File: config.mk
export PLATFORM = sky130hd
export DESIGN_NAME = mnist_fb_arbiter
export DESIGN_NICKNAME = d
export VERILOG_FILES = /design/src/rtl/mnist_fb_pkg.sv /design/src/rtl/fb_starve_cnt.sv /design/src/rtl/mnist_fb_arbiter.sv
export SDC_FILE = /design/constraint.sdc
export NUM_CORES = 1
export LEC_CHECK = 0
export ABC_AREA = 1
export ABC_CLOCK_PERIOD_IN_PS = 6000
export CAP_MARGIN = 20
export CORE_ASPECT_RATIO = 0.7
export CORE_MARGIN = 5
export CORE_UTILIZATION = 35
export CTS_BUF_LIST = sky130_fd_sc_hd__clkbuf_2
export CTS_CLUSTER_SIZE = 25
export DETAILED_ROUTE_END_ITERATION = 10
export PLACE_DENSITY_LB_ADDON = 0.25
export SLEW_MARGIN = 0
export SYNTH_ARGS = -nofsm -noshare
export SYNTH_HDL_FRONTEND = slang
export SYNTH_HIERARCHICAL = 1
export SYNTH_SLANG_ARGS = --single-unit
File: constraint.sdc
create_clock -name clk -period 6 [get_ports clk]
set_input_delay 0.6 -clock clk [delete_from_list [all_inputs] [get_ports clk]]
set_output_delay 0.6 -clock clk [all_outputs]
set_load 0.01 [all_outputs]
File: src/rtl/mnist_fb_pkg.sv
// Shared definitions for the MNIST image frame buffer and its clients
// (loader, VGA prefetcher, inference accelerator).
//   ADDR_W / DATA_W / IMG_WORDS : image RAM geometry (28x28 8-bit pixels)
//   STARVE_MAX                  : losing cycles before a requester is forced
//   req_id_e                    : requester identity used for grants and read tags
package mnist_fb_pkg;

    localparam int ADDR_W     = 10;
    localparam int DATA_W     = 8;
    localparam int IMG_WORDS  = 784;
    localparam int STARVE_MAX = 15;

    typedef enum logic [1:0] {
        REQ_NONE,
        REQ_VGA,
        REQ_LD,
        REQ_ACC
    } req_id_e;

endpackage

File: src/rtl/fb_starve_cnt.sv
// Saturating starvation counter for one arbiter requester.
//   clk, rst_n : clock, asynchronous active-low reset
//   inc        : requester lost arbitration this cycle
//   clr        : requester was granted, dropped its request or went ineligible
//   sat        : counter has reached MAX (registered; drives the forced grant)
module fb_starve_cnt #(
    parameter int MAX   = 15,
    parameter int CNT_W = $clog2(MAX + 1)
) (
    input  logic clk,
    input  logic rst_n,
    input  logic inc,
    input  logic clr,
    output logic sat
);

    logic [CNT_W-1:0] cnt_d, cnt_q;

    always_comb begin
        cnt_d = cnt_q;
        if (clr) begin
            cnt_d = '0;
        end else if (inc && (cnt_q != CNT_W'(MAX))) begin
            cnt_d = cnt_q + 1'b1;
        end
    end

    always_ff @(posedge clk or negedge rst_n) begin
        if (!rst_n) begin
            cnt_q <= '0;
        end else begin
            cnt_q <= cnt_d;
        end
    end

    assign sat = (cnt_q == CNT_W'(MAX));

endmodule

File: src/rtl/mnist_fb_arbiter.sv
// Single-port arbiter for the 28x28 MNIST image RAM.
//   vga_*      : real-time VGA prefetch reads (req/addr in, gnt/rvalid out)
//   ld_*       : image loader writes (req/addr/wdata in, gnt out)
//   acc_*      : inference accelerator reads (req/addr in, gnt/rvalid out)
//   acc_lock   : inference running, loader writes are held off
//   rdata      : registered RAM read data shared by both readers
//   image_ready: last pixel of an image has been written
//   ram_*      : single-port RAM interface, read data one cycle after ram_en
// Priority: forced (starved ld/acc) > VGA > round-robin ld/acc.
module mnist_fb_arbiter #(
    parameter int ADDR_W     = mnist_fb_pkg::ADDR_W,
    parameter int DATA_W     = mnist_fb_pkg::DATA_W,
    parameter int IMG_WORDS  = mnist_fb_pkg::IMG_WORDS,
    parameter int STARVE_MAX = mnist_fb_pkg::STARVE_MAX
) (
    input  logic              clk,
    input  logic              rst_n,
    input  logic              vga_req,
    input  logic [ADDR_W-1:0] vga_addr,
    output logic              vga_gnt,
    output logic              vga_rvalid,
    input  logic              ld_req,
    input  logic [ADDR_W-1:0] ld_addr,
    input  logic [DATA_W-1:0] ld_wdata,
    output logic              ld_gnt,
    input  logic              acc_req,
    input  logic [ADDR_W-1:0] acc_addr,
    output logic              acc_gnt,
    output logic              acc_rvalid,
    input  logic              acc_lock,
    output logic [DATA_W-1:0] rdata,
    output logic              image_ready,
    output logic              ram_en,
    output logic              ram_we,
    output logic [ADDR_W-1:0] ram_addr,
    output logic [DATA_W-1:0] ram_wdata,
    input  logic [DATA_W-1:0] ram_rdata
);

    import mnist_fb_pkg::*;

    req_id_e           win;
    req_id_e           rr_last_d, rr_last_q;
    req_id_e           tag1_d, tag1_q;   // read owner, RAM data arriving this cycle
    req_id_e           tag2_d, tag2_q;   // read owner, rdata valid this cycle
    logic [DATA_W-1:0] rdata_d, rdata_q;
    logic              image_ready_d, image_ready_q;
    logic              ld_elig, ld_sat, acc_sat, ld_force, acc_force;
    logic              rr_pick_acc;

    assign ld_elig   = ld_req & ~acc_lock;
    // Forced checks use only the registered saturation flag, so req has no
    // combinational path back into the counters.
    assign ld_force  = ld_sat & ld_elig;
    assign acc_force = acc_sat & acc_req;
    assign rr_pick_acc = (rr_last_q == REQ_LD);

    always_comb begin
        win = REQ_NONE;
        if (!rst_n) begin
            win = REQ_NONE;  // keep every strobe low while held in reset
        end else if (ld_force && acc_force) begin
            win = rr_pick_acc ? REQ_ACC : REQ_LD;
        end else if (ld_force) begin
            win = REQ_LD;
        end else if (acc_force) begin
            win = REQ_ACC;
        end else if (vga_req) begin
            win = REQ_VGA;
        end else if (ld_elig && acc_req) begin
            win = rr_pick_acc ? REQ_ACC : REQ_LD;
        end else if (ld_elig) begin
            win = REQ_LD;
        end else if (acc_req) begin
            win = REQ_ACC;
        end
    end

    assign vga_gnt = (win == REQ_VGA);
    assign ld_gnt  = (win == REQ_LD);
    assign acc_gnt = (win == REQ_ACC);
    assign ram_en  = (win != REQ_NONE);
    assign ram_we  = ld_gnt;

    always_comb begin
        ram_addr  = '0;
        ram_wdata = '0;
        case (win)
            REQ_VGA: ram_addr = vga_addr;
            REQ_LD: begin
                ram_addr  = ld_addr;
                ram_wdata = ld_wdata;
            end
            REQ_ACC: ram_addr = acc_addr;
            default: ;
        endcase
    end

    always_comb begin
        rr_last_d = rr_last_q;
        if (ld_gnt || acc_gnt) begin
            rr_last_d = win;
        end
        tag1_d = (vga_gnt || acc_gnt) ? win : REQ_NONE;
        tag2_d = tag1_q;
        rdata_d = (tag1_q != REQ_NONE) ? ram_rdata : rdata_q;
        image_ready_d = image_ready_q;
        // Set is checked last so it wins when IMG_WORDS = 1.
        if (ld_gnt && (ld_addr == '0)) begin
            image_ready_d = 1'b0;
        end
        if (ld_gnt && (ld_addr == ADDR_W'(IMG_WORDS - 1))) begin
            image_ready_d = 1'b1;
        end
    end

    always_ff @(posedge clk or negedge rst_n) begin
        if (!rst_n) begin
            rr_last_q     <= REQ_ACC;
            tag1_q        <= REQ_NONE;
            tag2_q        <= REQ_NONE;
            rdata_q       <= '0;
            image_ready_q <= 1'b0;
        end else begin
            rr_last_q     <= rr_last_d;
            tag1_q        <= tag1_d;
            tag2_q        <= tag2_d;
            rdata_q       <= rdata_d;
            image_ready_q <= image_ready_d;
        end
    end

    assign vga_rvalid  = (tag2_q == REQ_VGA);
    assign acc_rvalid  = (tag2_q == REQ_ACC);
    assign rdata       = rdata_q;
    assign image_ready = image_ready_q;

    // Loader counter also clears while locked out so it resumes from zero.
    fb_starve_cnt #(.MAX(STARVE_MAX)) u_ld_cnt (
        .clk   (clk),
        .rst_n (rst_n),
        .inc   (ld_elig & ~ld_gnt),
        .clr   (~ld_elig | ld_gnt),
        .sat   (ld_sat)
    );

    fb_starve_cnt #(.MAX(STARVE_MAX)) u_acc_cnt (
        .clk   (clk),
        .rst_n (rst_n),
        .inc   (acc_req & ~acc_gnt),
        .clr   (~acc_req | acc_gnt),
        .sat   (acc_sat)
    );

endmodule
Word-level counts from Yosys, hierarchy flattened
Cells that the tools add are included.
{"block": "op_classes", "add_sub_neg": 2, "eq_ne": 11, "n_mux": 18, "bitwise": 12, "n_reduce_logical": 14}
{"operator": "one-hot mux 10 bit (3 select lines)", "n": 1}
{"operator": "two-way mux 2 bit", "n": 9}
{"operator": "two-way mux 4 bit", "n": 4}
{"operator": "equality test 10 bit (second input constant)", "n": 1}
{"operator": "zero test 10 bit", "n": 1}
{"operator": "nonzero test 2 bit", "n": 5}
{"operator": "adder 4 x 1 -> 4 bit (second input constant)", "n": 2}
{"operator": "equality test 2 bit (second input constant)", "n": 4}
{"operator": "equality test 4 bit (second input constant)", "n": 2}
{"operator": "two-way mux 8 bit", "n": 1}
{"operator": "inequality test 4 bit (second input constant)", "n": 2}
{"operator": "logical AND 1 bit", "n": 6}
{"operator": "AND 1 bit", "n": 5}
{"operator": "NOT 1 bit", "n": 5}
{"operator": "equality test 2 x 1 -> 1 bit (second input constant)", "n": 2}
{"operator": "two-way mux 1 bit", "n": 3}
{"operator": "logical OR 1 bit", "n": 2}
{"operator": "bitwise OR 1 bit", "n": 2}
{"block": "word_totals", "register_bits": 23, "output_inout_bits": 34, "word_cells": 64}

Depth between registers and ports, before layout
{"block": "depth", "ltp_word": 15, "mapped_depth": 17}

Modules after synthesis
The synthesis kept the hierarchy.
{"mod": "mnist_fb_arbiter", "instances": 1, "cells_per_inst": 148, "area_each_um2": 1106.1, "seq_area_each_um2": 377.9}
{"mod": "fb_starve_cnt", "instances": 2, "cells_per_inst": 29, "area_each_um2": 225.2, "seq_area_each_um2": 100.1}

Least setup slack after synthesis
Ideal clock, no wire load.
{"block": "synth_timing", "kind": "reg-to-output", "startpoint": "register u_acc_cnt.cnt_q[0]", "endpoint": "output ram_we", "arrival_time_ps": 1518, "required_time_ps": 5400, "path_slack_ps": 3882, "stages_incl_launch_ff": 12, "path_buffers": 1, "cell_sequence": "dfrtp_1 ha_1 nand3_1 inv_1 nand2_1 inv_1 nor2_1 nor2_4 nand2_4 nand2_4 inv_2 buf_4"}
{"block": "synth_between", "elab_chain_cells": 7, "word_cells_on_any_way": 8, "classes_between": "eq/ne: 2; mux: 4; bitwise: 1; reduce/logical: 1"}
{"element": "from (decl)", "line_no": "fb_starve_cnt.sv:17", "source": "logic [CNT_W-1:0] cnt_d, cnt_q;"}
{"element": "from (signal assigned)", "line_no": "fb_starve_cnt.sv:32", "source": "cnt_q <= cnt_d;"}
{"element": "equality test 4 bit *", "line_no": "fb_starve_cnt.sv:36", "source": "assign sat = (cnt_q == CNT_W'(MAX));"}
{"element": "via acc_sat", "line_no": "mnist_fb_arbiter.sv:48", "source": "logic ld_elig, ld_sat, acc_sat, ld_force, acc_force;"}
{"element": "AND 1 bit *", "line_no": "mnist_fb_arbiter.sv:55", "source": "assign acc_force = acc_sat & acc_req;"}
{"element": "two-way mux 2 bit", "line_no": "mnist_fb_arbiter.sv:66", "source": "end else if (acc_force) begin"}
{"element": "two-way mux 2 bit", "line_no": "mnist_fb_arbiter.sv:64", "source": "end else if (ld_force) begin"}
{"element": "two-way mux 2 bit *", "line_no": "mnist_fb_arbiter.sv:62", "source": "end else if (ld_force && acc_force) begin"}
{"element": "two-way mux 2 bit *", "line_no": "mnist_fb_arbiter.sv:60", "source": "if (!rst_n) begin"}
{"element": "equality test 2 bit *", "line_no": "mnist_fb_arbiter.sv:80", "source": "assign ld_gnt = (win == REQ_LD);"}
{"element": "to (decl)", "line_no": "mnist_fb_arbiter.sv:34", "source": "output logic ram_we,"}
Mark *: on every way through the listed nets, which the timed path passes. The rest lies on a longest branch.

Final worst setup path
{"block": "layout_timing", "startpoint": "input rst_n", "endpoint": "output acc_gnt"}
{"block": "layout_between", "elab_chain_cells": 2}
{"element": "from (decl)", "line_no": "mnist_fb_arbiter.sv:17", "source": "input logic rst_n,"}
{"element": "two-way mux 2 bit", "line_no": "mnist_fb_arbiter.sv:60"}
{"element": "equality test 2 bit", "line_no": "mnist_fb_arbiter.sv:81", "source": "assign acc_gnt = (win == REQ_ACC);"}
{"element": "to (decl)", "line_no": "mnist_fb_arbiter.sv:28", "source": "output logic acc_gnt,"}
Every way passes these cells.

==> results.py <==
metrics = {
    "outcome": {
        "status": "finished, final reports clean",
    },
    "power": {
        "max-vdd-ir-drop_v": 0.000122,
        "cellPowerDensity_nw_per_um2": 155,
        "leakage_nw": 1.18,
    },
    "finish": {
        "fillers": 401,
        "area.growth.synth_to_final_pct": 57.3,
        "fin_util_pct": 56.6,
        "nets": 343,
        "antennaDiodeCount": 0,
        "drive_gt1_share_pct": 10.4,
    },
    "drt": {
        "drc": 0,
        "drtAntennaViolNets": 0,
        "first_pass_iters": 4,
        "wl_met1_um": 2010,
        "via_per_inst": 4.82,
        "top_layer_used": "met4",
        "wl_per_cell_um": 12.6,
        "wl_met3_um": 365,
        "wl_met2_um": 1940,
        "via_count": 1653,
        "drt_first_iter_violations": 40,
        "wl_um": 4330,
    },
    "clocking": {
        "path_clk_slew_ns": 0.21,
        "clk_path_buf_depth": 2,
        "htree_num_levels": 1,
        "root_buffer": "clkbuf_2",
        "clock-sinks": 23,
        "clk_latency_ns": 0.32,
        "cts_tree": "built",
        "cts_made_buffers": 3,
        "cts_hold_buf": 0,
        "post_cts_buffers": 0,
        "ctsResizeCount": 0,
    },
    "sta": {
        "drv_slew": 0,
        "period_share_pct": 59.4,
        "fmax_mhz": 281,
        "rsz0062_at_grt": "false",
        "final_hold_viol_count": 0,
        "setup_viol_count_final": 0,
        "fin_crit_ns": 3.56,
        "tightest_slew_ns": 0.482,
        "maxSlewHeadroom_pct": 67.8,
        "fin_skew_ns": 0.0102,
        "tns_ns": 0,
    },
    "worst_setup_path": {
        "cp-start-kind": "input pin",
        "worstSetupPathType": "in2out",
        "crit_chain": "clkdlybuf4s50_1 > buf_4 > o21ai_0 > nor2_4 > nand2_4 > nor2_2 > clkdlybuf4s50_1",
        "endpoint_kind": "primary output",
        "critPathBufInv": 3,
        "critPathRequiredTime_ns": 5.40,
        "cp_slowest_cell": "clkdlybuf4s50_1",
        "cp.arrival_ns": 2.96,
        "cp_slowest_stage_delay_ns": 0.56,
        "cp_max_fo": 25,
        "crit_path_frequent_cell": "clkdlybuf4s50_1",
        "crit_family": "buffers and inverters",
    },
    "yosys": {
        "syn_area_sq_um": 1560,
        "synth_cells": 206,
        "ys_seq_area_share_pct": 37.1,
        "synth_warnings": 6,
        "synth_top_area_share_pct": 33.8,
        "synth_area_leaders": "dfrtp_1, nand3_1, nand4_1",
        "ys_ff_latch": 23,
        "syn_avg_cell_area_sq_um": 7.56,
        "synth_cell_types": 23,
        "synth_area_leader_cell": "dfrtp_1",
        "synth_nets": 260,
    },
    "placement": {
        "numPortBuffers": 85,
        "hpwl_um": 3540,
        "place_congestion": 0.761,
    },
    "global_route": {
        "grt_pass1_vias": 1518,
        "antenna_found_initial": 0,
        "grt_start_max_net_pins": 26,
        "grt_pass1_wl_um": 6760,
        "grt-ovfl-total": 0,
        "globalRouteTotalUtil_pct": 13.7,
    },
    "floorplan": {
        "rows": 20,
        "die_h_um": 65.8,
        "start_util_pct": 36.0,
        "dieWidth_um": 89.7,
        "core_area_sq_um": 4330,
        "die_area_sq_um": 5900,
        "io_pins": 86,
    },
    "job": {
        "maxCapViolCount": 0,
    },
    "hold_path": {
        "hold_class": "reg2reg",
    },
}
report_power, final:
| group | leakage (nW) | internal, W | switching [W] |
|---|---|---|---|
| sequential | 0.290 | 0.000169 | 0.00000694 |
| combinational | 0.873 | 0.0000828 | 0.0000619 |
| clock | 0.0164 | 0.0000151 | 0.0000442 |
| total | 1.18 | 0.000267 | 0.000113 |
worst paths after layout:
path,cells after the start,end,slack (ns),from
worst min register to register,0,tag2_q[0],0.42,tag1_q[0]
min in group asynchronous,2,rdata[6],0.59,rst_n
max in group asynchronous,2,rr_last_q[1],5.12,rst_n
worst max-delay path,7,acc_gnt,2.44,rst_n
worst max register to register,17,u_acc_cnt/cnt_q[3],3.41,u_acc_cnt/cnt_q[0]
worst min-delay path,0,tag2_q[0],0.42,tag1_q[0]
synth_stat cells:
| cell | count |
|---|---|
| xor2_1 | 2 |
| buf_4 | 1 |
| dfrtp_1 | 21 |
| buf_6 | 2 |
| nor2_1 | 22 |
| mux2_2 | 8 |
| dfstp_2 | 2 |
| nand2_4 | 2 |
| buf_2 | 5 |
| o21ai_0 | 3 |
| inv_2 | 3 |
| nor2_8 | 1 |
| nand2_2 | 2 |
| or2_2 | 1 |
| ha_1 | 2 |
| nor2_4 | 3 |
| nand3_1 | 33 |
| nand2_1 | 35 |
| nor3_1 | 1 |
| inv_1 | 28 |
| nand4_1 | 25 |
| a21oi_1 | 1 |
| nor2_2 | 3 |
flip-flops by register name, summed over array words and instances, names as in the netlist:
register / cells
tag1_q: 2
image_ready: 1
u_acc_cnt/cnt_q: 4
rr_last_q: 2
u_ld_cnt/cnt_q: 4
tag2_q: 2
rdata: 8
layout make-up:
type,count,area [sq um],share of cell area (%)
well taps,55,68.8,2.81
clock buffers,3,15.0,0.613
inverters,31,116,4.75
multi-input cells,144,807,33.0
repair buffers,86,858,35.1
flip-flops and latches,23,578,23.6
clock inverters,1,5.00,0.204
logic make-up (layout without fill, tap and decap cells):
| logic type | count (synthesis) | count (layout) | synth area share [%] |
|---|---|---|---|
| buffers and inverters | 39 | 121 | 11.0 |
| adder cells (fa/ha/maj) | 2 | 2 | 1.61 |
| multiplexers | 8 | 8 | 5.79 |
| flip-flops | 23 | 23 | 37.1 |
| XOR/XNOR | 2 | 2 | 1.13 |
| AND/OR/NAND/NOR | 128 | 128 | 42.0 |
| AO/OA/AOI/OAI | 4 | 4 | 1.29 |
layer usage:
layer	track usage, %	up-vias
met3	6.14	2
met1	18.1	752
met2	21.3	48
met4	1.70	0
met5	0	-
li1	-	851
cells in the final DEF, fill, tap and decap left out, types with 8 or more instances in the layout:
master	count
clkdlybuf4s50_1	85
nand2_1	35
nand3_1	33
inv_1	28
nand4_1	25
nor2_1	22
dfrtp_1	21
mux2_2	8
worst reg2reg max path, cell delays in order, from the launching register on:
cell	delay, ns
dfrtp_1	0.47
ha_1	0.21
nand3_1	0.10
inv_1	0.10
nand2_1	0.09
inv_1	0.07
nor2_1	0.06
nor2_4	0.39
nand2_4	0.22
nor2_2	0.18
inv_1	0.08
nand2_1	0.13
inv_1	0.05
nand2_1	0.07
inv_2	0.07
nor2_4	0.10
nand2_1	0.06
nand2_1	0.06
per-stage QoR:
step | instances | power (W) | worst slack, ns | cell area, sq um | hold slack [ns]
2_1_floorplan | 206 | 0.000240 | 3.88 | 1560 | 0.304
3_3_place_gp | 339 | 0.000323 | 2.44 | 2430 | 0.382
3_5_place_dp | 339 | 0.000325 | 2.40 | 2430 | 0.382
4_1_cts | 343 | 0.000387 | 2.40 | 2450 | 0.428
5_1_grt | 343 | 0.000404 | 2.23 | 2450 | 0.439
6_report | 343 | 0.000380 | 2.44 | 2450 | 0.423
Power figures use the tool's default switching activity.
